$ cat src/rtl/cordic_iter_ctrl.sv
// Iterative rotation-mode CORDIC sequencer: time-shares one external cordic_stage
// over ITERS micro-rotations per angle, with valid/ready on both sides.
module cordic_iter_ctrl #(
  parameter int               ITERS  = 16,
  parameter int               WIDTH  = 16,
  parameter logic [WIDTH-1:0] K_INIT = 16'h26DD
) (
  input  logic             clk,
  input  logic             reset,
  input  logic             in_valid,
  output logic             in_ready,
  input  logic [WIDTH-1:0] theta_in,
  output logic             out_valid,
  input  logic             out_ready,
  output logic [WIDTH-1:0] cos_out,
  output logic [WIDTH-1:0] sin_out,
  output logic             stg_valid,
  output logic [WIDTH-1:0] stg_k,
  output logic [WIDTH-1:0] stg_c,
  output logic [WIDTH-1:0] stg_x,
  output logic [WIDTH-1:0] stg_y,
  output logic [WIDTH-1:0] stg_z,
  input  logic             stg_valid_out,
  input  logic [WIDTH-1:0] stg_x_out,
  input  logic [WIDTH-1:0] stg_y_out,
  input  logic [WIDTH-1:0] stg_z_out
);

  typedef enum logic [1:0] {IDLE, ISSUE, WAIT, DONE} state_t;

  state_t           state_q, state_d;
  logic [WIDTH-1:0] x_q, x_d, y_q, y_d, z_q, z_d;
  logic [3:0]       iter_q, iter_d;

  // atan(2^-i) in Q2.14
  function automatic logic [WIDTH-1:0] atan_lut(input logic [3:0] i);
    case (i)
      4'd0:    atan_lut = 16'd12868;
      4'd1:    atan_lut = 16'd7596;
      4'd2:    atan_lut = 16'd4014;
      4'd3:    atan_lut = 16'd2037;
      4'd4:    atan_lut = 16'd1023;
      4'd5:    atan_lut = 16'd512;
      4'd6:    atan_lut = 16'd256;
      4'd7:    atan_lut = 16'd128;
      4'd8:    atan_lut = 16'd64;
      4'd9:    atan_lut = 16'd32;
      4'd10:   atan_lut = 16'd16;
      4'd11:   atan_lut = 16'd8;
      4'd12:   atan_lut = 16'd4;
      4'd13:   atan_lut = 16'd2;
      4'd14:   atan_lut = 16'd1;
      default: atan_lut = 16'd0;
    endcase
  endfunction

  always_ff @(posedge clk) begin
    if (reset) begin
      state_q <= IDLE;
      x_q     <= '0;
      y_q     <= '0;
      z_q     <= '0;
      iter_q  <= '0;
    end else begin
      state_q <= state_d;
      x_q     <= x_d;
      y_q     <= y_d;
      z_q     <= z_d;
      iter_q  <= iter_d;
    end
  end

  always_comb begin
    state_d = state_q;
    x_d     = x_q;
    y_d     = y_q;
    z_d     = z_q;
    iter_d  = iter_q;
    case (state_q)
      IDLE: begin
        if (in_valid) begin
          x_d     = K_INIT;
          y_d     = '0;
          z_d     = theta_in;
          iter_d  = '0;
          state_d = ISSUE;
        end
      end
      ISSUE: state_d = WAIT;
      WAIT: begin
        // stage latency is not assumed; wait for its valid as long as needed
        if (stg_valid_out) begin
          x_d = stg_x_out;
          y_d = stg_y_out;
          z_d = stg_z_out;
          if (iter_q == 4'(ITERS - 1)) begin
            state_d = DONE;
          end else begin
            iter_d  = iter_q + 4'd1;
            state_d = ISSUE;
          end
        end
      end
      DONE: begin
        if (out_ready) state_d = IDLE;
      end
      default: state_d = IDLE;
    endcase
  end

  assign in_ready  = (state_q == IDLE);
  assign out_valid = (state_q == DONE);
  assign cos_out   = x_q;
  assign sin_out   = y_q;

  assign stg_valid = (state_q == ISSUE);
  assign stg_k     = {12'b0, iter_q};
  assign stg_c     = atan_lut(iter_q);
  assign stg_x     = x_q;
  assign stg_y     = y_q;
  assign stg_z     = z_q;

endmodule
$ cat config.mk
export PLATFORM = sky130hd
export DESIGN_NAME = cordic_iter_ctrl
export DESIGN_NICKNAME = d
export VERILOG_FILES = /design/src/rtl/cordic_iter_ctrl.sv
export SDC_FILE = /design/constraint.sdc
export NUM_CORES = 1
export LEC_CHECK = 0
export ABC_AREA = 1
export CAP_MARGIN = 20
export CORE_ASPECT_RATIO = 2
export CORE_MARGIN = 2
export CORE_UTILIZATION = 42
export CTS_BUF_LIST = sky130_fd_sc_hd__clkbuf_8
export CTS_CLUSTER_SIZE = 20
export DETAILED_ROUTE_END_ITERATION = 7
export HOLD_SLACK_MARGIN = 0.03
export PLACE_DENSITY = 0.88
export SYNTH_ARGS = -nofsm -noshare
export SYNTH_HDL_FRONTEND = slang
export SYNTH_SLANG_ARGS = --single-unit
$ cat constraint.sdc
create_clock -name clk -period 3.3 [get_ports clk]
set_input_delay 0.495 -clock clk [delete_from_list [all_inputs] [get_ports clk]]
set_output_delay 0.495 -clock clk [all_outputs]
set_load 0.03 [all_outputs]
* Word level (Yosys, flattened, before mapping) *
Memory sizes are Yosys's and may differ from the RTL's. A register that Yosys moved wholly into a read port is not among the register bits.
Cells that the tools add are included.

cells by class
  add/sub/neg operators = 1
  equality and inequality tests = 8
  muxes and demuxes = 20
  reduce and logical (&&, ||, !) cells = 5

operators by type and width
  operator                                       number
  two-way mux 16 bit                             6
  one-hot mux 16 bit (2 select lines)            3
  two-way mux 4 bit                              5
  two-way mux 2 bit                              4
  one-hot mux 2 bit (4 select lines)             1
  one-hot mux 4 bit (2 select lines)             1
  != test 2 bit, second input constant           3
  AND reduction 3 bit                            2
  adder 4 x 1 -> 4 bit, second input constant    1
  == test 2 bit, second input constant           2
  == test 4 bit, second input constant           1
  AND reduction 4 bit                            1
  == test 2 x 1 -> 1 bit, second input constant  1
  zero test 2 bit                                1
  != test 2 x 1 -> 1 bit, second input constant  1
  nonzero test 2 bit                             1

word-level totals
  bits in registers = 54
  bits in read-only memories = 224
  bits of input ports = 69
  output and inout port bits = 115
  word-level logic and storage cells = 40
  memories = 1

memory list
  name             words  bits a word  read ports  clocked after Yosys merged registers in  wr ports  line  RTL
  (no name shown)  16     14           1           1                                        0         37    case (i)

* Logic depth before layout (Yosys ltp) *
Gate-level depths: netlist of the first run.

  depth in word-level cells = 6
  depth in mapped cells = 14

* Worst setup path after synthesis of the first run *
OpenSTA, ideal clock, no wires.

  kind = reg-to-reg
  start point = register iter_q[0]
  end point = register stg_c[6] (netlist name)
  data arrival time = 2.008 ns
  data required time = 3.185 ns
  setup slack = 1.177 ns
  stages on the path, launching flop included = 13
  path buffers = 0
  clock period less this slack = 2.123 ns
  cells stage by stage = dfxtp_1 -> ha_1 -> nand3_1 -> nor2_1 -> nor2_2 -> o21ai_1 -> nand3_1 -> inv_1 -> ha_1 -> inv_1 -> nand3_1 -> nand2_1 -> nor2_1

between the ends
  longest elaborated chain between the ends = 6
  elaborated cells between the ends (all ways) = 9
  those cells by class = add/sub: 1; eq/ne: 2; mux: 5; reduce/logical: 1

ends and longest elaborated chain
  item                                        line  RTL
  start, declared                             33    logic [3:0] iter_q, iter_d;
  start signal, assigned                      69    iter_q <= iter_d;
  adder 4 x 1 -> 4 bit                        99    iter_d = iter_q + 4'd1;
  two-way mux 4 bit                           96    if (iter_q == 4'(ITERS - 1)) begin
  two-way mux 4 bit                           92    if (stg_valid_out) begin
  one-hot mux 4 bit (2 select lines)          79    case (state_q)
  two-way mux 4 bit (no line) * (2 in a row)  -

Mark *: on every way between the ends. The rest lies on a longest branch, timed or not. The select of a mux whose other input is x is not followed.
A chain may end at the register's enable or synchronous reset.

* Worst setup path in the final report of the first run *
  start point = input port stg_valid_out
  end point = register stg_c[6] (netlist name)

between the ends
  longest elaborated chain between the ends = 4

ends and longest elaborated chain
  item                                      line  RTL
  start, declared                           23    input logic stg_valid_out,
  != test 2 bit (no line)                   -
  AND reduction 4 bit (no line)             -
  two-way mux 4 bit (no line) (2 in a row)  -

No other way between the ends.

==> results of run 1 <==
==> state kept, by name (all words and copies together) (netlist names) <==
signal   cells
cos_out     16
iter_q       4
sin_out     16
state_q      2
stg_c       14
stg_z       16
==> layout make-up <==
class	count	area, um2
fill	600	2490
timing repair buffer	174	1730
sequential	68	1360
multi-input combinational	261	1240
clock buffer	11	151
tap	92	115
inverter	24	90.1
clock inverter	3	38.8
==> worst max-delay path, stage by stage <==
cell and delay, ps:
clkdlybuf4s50_1 450, inv_1 50, a21oi_2 190, nand2_4 210, nor2_2 190, o21ai_1 80, nand3_1 230, inv_1 130
ha_1 330, inv_1 60, nand3_1 110, nand2_1 100, nor2_1 40
==> synthesized netlist by cell type <==
| master | count | area, um2 |
|---|---|---|
| a21oi_1 | 26 | 130 |
| a21oi_2 | 1 | 8.76 |
| a31oi_1 | 17 | 106 |
| buf_1 | 1 | 3.75 |
| buf_2 | 5 | 25.0 |
| buf_4 | 48 | 360 |
| buf_6 | 2 | 22.5 |
| clkbuf_1 | 12 | 45.0 |
| conb_1 | 1 | 3.75 |
| dfxtp_1 | 68 | 1360 |
| ha_1 | 7 | 87.6 |
| inv_1 | 18 | 67.6 |
| inv_2 | 6 | 22.5 |
| nand2_1 | 113 | 424 |
| nand2_2 | 3 | 18.8 |
| nand2_4 | 1 | 11.3 |
| nand3_1 | 16 | 80.1 |
| nand3_2 | 3 | 30.0 |
| nand3b_1 | 1 | 7.51 |
| nand4_1 | 2 | 12.5 |
| nor2_1 | 19 | 71.3 |
| nor2_2 | 2 | 12.5 |
| nor2_4 | 1 | 11.3 |
| nor3_1 | 9 | 45.0 |
| o21ai_0 | 22 | 110 |
| o21ai_1 | 4 | 20.0 |
==> stage by stage <==
| stage | cell area, um2 | util (%) |
|---|---|---|
| floorplan | 3150 | - |
| global placement | 4540 | 62.9 |
| detailed placement | 4540 | 62.9 |
| CTS | 4730 | 65.5 |
| global route | 4730 | 65.5 |
| finish | 4730 | 65.5 |
==> routing by layer <==
metal  vias to the layer above  share of wire, %
li1                       1507                 -
met1                      1367                35
met2                       136                55
met3                        20               6.2
met4                         0               3.3
met5                         -                 0
==> power by group <==
part	internal [mW]	switching, mW	total (mW)
Sequential	0.949	0.0716	1.02
Combinational	0.423	0.643	1.07
Clock	0.378	0.279	0.657
==> layout by cell type (no fill, tap or decap), types with 7 or more instances in the layout <==
master	netlist	final
o21ai_0	22	22
nor3_1	9	9
nand3_1	16	16
dfxtp_1	68	68
clkdlybuf4s50_1	0	169
ha_1	7	7
conb_1	1	14
nor2_1	19	19
a31oi_1	17	17
inv_1	18	19
clkbuf_8	0	11
a21oi_1	26	26
nand2_1	113	113
==> logic make-up after synthesis <==
family / Yosys count
flops: 68
compound gates: 70
buf+inv: 92
simple gates: 170
other cells: 1
fa+ha+maj: 7
==> how the worst min path moves through the flow <==
| stage | from | to | slack, ps | cells past startpoint |
|---|---|---|---|---|
| after detailed placement | sin_out[7] | sin_out[7] | 470 | 2 |
| final | sin_out[7] | sin_out[7] | 480 | 2 |
| after CTS | sin_out[7] | sin_out[7] | 470 | 2 |
| after global routing | sin_out[7] | sin_out[7] | 490 | 2 |
| after global placement | sin_out[5] | sin_out[5] | 460 | 2 |
| after floorplan | cos_out[11] | cos_out[11] | 600 | 2 |
==> flow_summary.ini, run 1 <==
[outcome]
status = complete, no violations

[logic_synthesis]
synth-seq-area-share_pct = 43.9
syn_avg_cell_area_um2 = 7.60
synth-seq-cells = 68
synth_fa_ha_area_share_pct = 2.83
yosysWarnings = 0
synth_top_family_by_area = simple AND/OR/NAND/NOR gates
synthXorXnorAreaFrac_pct = 0
synthMuxAreaShare_pct = 0
netlist_area_um2 = 3100
syn_inst = 408
synth_cell_types = 26
synth-compound-area-share_pct = 12.1
synth-simple-area-share_pct = 23.4

[timing]
layout_worst_path_cycle_share_pct = 74.1
finalSetupViolations = 0
grt_setup_unrepaired = no
finalHoldWorstSlack_ps = 476
tightest_slew_ps = 555
relSlewSlack_pct = 62.9
slew_viol_final = 0
fmax_ghz = 0.409
finalSetupTns_ps = 0
worst_slack_ps = 854
finClkSkew_ps = 6.90
fin_crit_ps = 2450
hold_viol = 0

[floorplan]
die-area_um2 = 8120
start_util_pct = 43.0
coreArea_um2 = 7210
pin_count = 184
rows = 44
die_h_um = 125
die_width_um = 64.7

[worst_setup_path]
crit_path_start_kind = primary input
crit_path_end = stg_c[6]
crit_path_max_fanout = 27
cp.arrival_ps = 2670
reg2reg_slack_ps = 860
end_kind = flip-flop
r2r_cells = 11
path_class = in -> reg
cp-startpoint = stg_valid_out
rr_startpoint = state_q[1]
r2r_end = stg_c[6]
crit_required_ps = 3530

[grt]
grt_overflow = 0
grt_max_degree = 42
grt_pass1_vias = 2813
antenna_found_initial = 0
use_met3_pct = 4.95
met1_usage_pct = 19.8
busiest_layer = met2
grt_use_met2_pct = 38.1
grt_first_pass_wirelength_mm = 13.0
track_usage_pct = 20.4

[clocking]
cts_max_path_buffers = 2
postCtsSetupRepairBufs = 0
cts_sinks = 68
clock_latency_ps = 330
root_buffer = clkbuf_8
cts_tree = built
clkTransAtPathRegs_ps = 60
cts_buffers = 9
h-tree-depth = 3
cts-resized-gates = 0
ctsHoldBuffers = 0

[min_path]
hold_class = reg -> reg

[placement]
placedCellCount = 619
place_congestion = 0.862
port_buffers = 169
place_ws_ps = 523
dp_hpwl_mm = 6.41

[route]
routed_wl_mm = 8.25
dr.pass1.iters = 4
wl_per_cell_um = 13.0
drt_iter0_drc = 136
via_per_inst = 4.79
route.vias.total = 3030
antenna_left = 0
detail_route.drc_violations = 0

[power_and_ir_drop]
ir_worst_vdd_uv = 397
fin_total_pwr_mw = 2.74
power_density_nw_per_um2 = 581
p_leak_nw = 1.95

[layout]
fin_cells = 633
fin_nets = 614
antenna_cells = 0
drive_gt1_share_pct = 6.47
syn2layout_area_growth_pct = 52.5

[job]
cap_viol_max_count = 0
(Power assumes the default switching activity.)
==> inputs of run 2 (changes only) <==
--- a/config.mk
+++ b/config.mk
@@ -9,12 +9,12 @@
 export CAP_MARGIN = 20
 export CORE_ASPECT_RATIO = 2
 export CORE_MARGIN = 2
-export CORE_UTILIZATION = 42
+export CORE_UTILIZATION = 39
 export CTS_BUF_LIST = sky130_fd_sc_hd__clkbuf_8
 export CTS_CLUSTER_SIZE = 20
 export DETAILED_ROUTE_END_ITERATION = 7
 export HOLD_SLACK_MARGIN = 0.03
-export PLACE_DENSITY = 0.88
+export PLACE_DENSITY = 0.83
 export SYNTH_ARGS = -nofsm -noshare
 export SYNTH_HDL_FRONTEND = slang
 export SYNTH_SLANG_ARGS = --single-unit
==> constraint.sdc (replaced) <==
create_clock -name clk -period 2.56 [get_ports clk]
set_input_delay 0.384 -clock clk [delete_from_list [all_inputs] [get_ports clk]]
set_output_delay 0.384 -clock clk [all_outputs]
set_load 0.03 [all_outputs]
==> flow_summary.ini, run 2 (synthesis results as in run 1) <==
[worst_setup_path]
r2r_end = stg_c[6]
cpPeakStageDelay_ps = 500
crit_path_max_fanout = 7
cp.arrival_ps = 2420
crit_required_ps = 2800
r2r_cells = 12
crit_chain = inv_2 > nor2_1 > nand2_1 > nand2_1 > nand2_1 > nand2_1 > nand3_1 > ha_1 > inv_1 > nand3_1 > nand2_1 > nor2_1
end_kind = flip-flop
crit_top_cell = nand2_1
path_class = reg -> reg
reg2reg_slack_ps = 380
rr_startpoint = state_q[1]
critPathSlowestCell = dfxtp_1
crit_path_start_kind = flip-flop

[clocking]
cts_sinks = 68
cts_max_path_buffers = 2
root_buffer = clkbuf_8
ctsHoldBuffers = 0
h-tree-depth = 3
cts_tree = built
clock_latency_ps = 350
clkTransAtPathRegs_ps = 70
postCtsSetupRepairBufs = 0
cts-resized-gates = 0
cts_buffers = 9

[route]
antenna_left = 0
detail_route.drc_violations = 0
via_per_inst = 4.70
wl_per_cell_um = 12.9
routed_wl_mm = 8.31
dr.pass1.iters = 7
route.vias.total = 3024
drt_iter0_drc = 137

[floorplan]
start_util_pct = 39.6
pin_count = 184
coreArea_um2 = 7830
rows = 46
die_width_um = 67.0
die_h_um = 130
die-area_um2 = 8720

[grt]
grt_max_degree = 35
grt_first_pass_wirelength_mm = 13.1
use_met3_pct = 10.4
grt_pass1_vias = 2810
track_usage_pct = 19.8
met1_usage_pct = 20.6
busiest_layer = met2
antenna_found_initial = 0
grt_overflow = 0
grt_use_met2_pct = 33.5

[timing]
layout_worst_path_cycle_share_pct = 85.2
finClkSkew_ps = 8.05
fin_crit_ps = 2180
finalHoldWorstSlack_ps = 477
grt_setup_unrepaired = no
finalSetupViolations = 0
hold_viol = 0
finalSetupTns_ps = 0
slew_viol_final = 0
fmax_ghz = 0.459

[power_and_ir_drop]
swShare_pct = 37.4
clkPwrFrac_pct = 23.0
intPower_mw = 2.22
fin_total_pwr_mw = 3.55
ir_worst_vdd_uv = 608
power_frac_seq_pct = 37.1
p_sw_mw = 1.33
pwr-share-comb_pct = 39.9
power_density_nw_per_um2 = 743
p_leak_nw = 1.97

[layout]
fillers = 704
fin_cells = 643
syn2layout_area_growth_pct = 54.0
multi_input_area_um2 = 1240
fin_nets = 618
antenna_cells = 0
seqCellArea_um2 = 1360
final_cell_mix = clkdlybuf4s50_1, nand2_1, dfxtp_1
utilization_pct = 61.0
final_common_cell = clkdlybuf4s50_1
drive_gt1_share_pct = 7.50

[job]
cap_viol_max_count = 0

[min_path]
whs_path_depth = 2
min_from = cos_out[5]
hold_class = reg -> reg
whs_endpoint = cos_out[5]

[placement]
placedCellCount = 627
place_congestion = 0.829
dp_hpwl_mm = 6.31
port_buffers = 169

[outcome]
status = complete, no violations
==> run 2: power by group through the flow <==
stage | Clock [mW] | Sequential, mW | Combinational [mW]
final | 0.815 | 1.32 | 1.41
after global routing | 0.892 | 1.34 | 1.52
after CTS | 0.852 | 1.32 | 1.42
after detailed placement | 0 | 1.34 | 1.42
after global placement | 0 | 1.34 | 1.40
after floorplan | 0 | 1.64 | 0.567
==> run 2: worst max path at each step <==
stage,to,slack [ps],cells after the start,startpoint
final,stg_c[6],380,12,state_q[1]
after floorplan,stg_c[6],440,12,iter_q[0]
after CTS,stg_c[6],390,12,state_q[1]
after global placement,stg_c[6],330,13,in_valid
after global routing,stg_c[6],80,12,state_q[1]
after detailed placement,stg_c[4],260,13,stg_valid_out
==> run 2: critical path, delay by kind of cell (launching register included) <==
| kind | cells | cell delay (ps) |
|---|---|---|
| buf+inv | 2 | 110 |
| flops | 1 | 500 |
| simple gates | 9 | 1100 |
| fa+ha+maj | 1 | 370 |
==> run 2: cell type report <==
class,count,area share [%]
Clock inverter,4,0.498
Timing Repair Buffer,178,37.1
Tap cell,96,2.52
Multi-Input combinational cell,261,26.0
Clock buffer,12,3.46
Sequential cell,68,28.5
Inverter,24,1.89
==> run 2: per-stage QoR <==
stage / setup slack, ps / instance area, um2
floorplan: 437 / 3150
finish: 380 / 4770
CTS: 395 / 4770
global placement: 325 / 4580
global route: 84.7 / 4770
detailed placement: 263 / 4580
==> run 2: routing by layer <==
metal	vias up	routed length [um]
met5	-	0
met4	0	125
met3	14	1110
met2	173	3970
met1	1316	3100
li1	1521	-
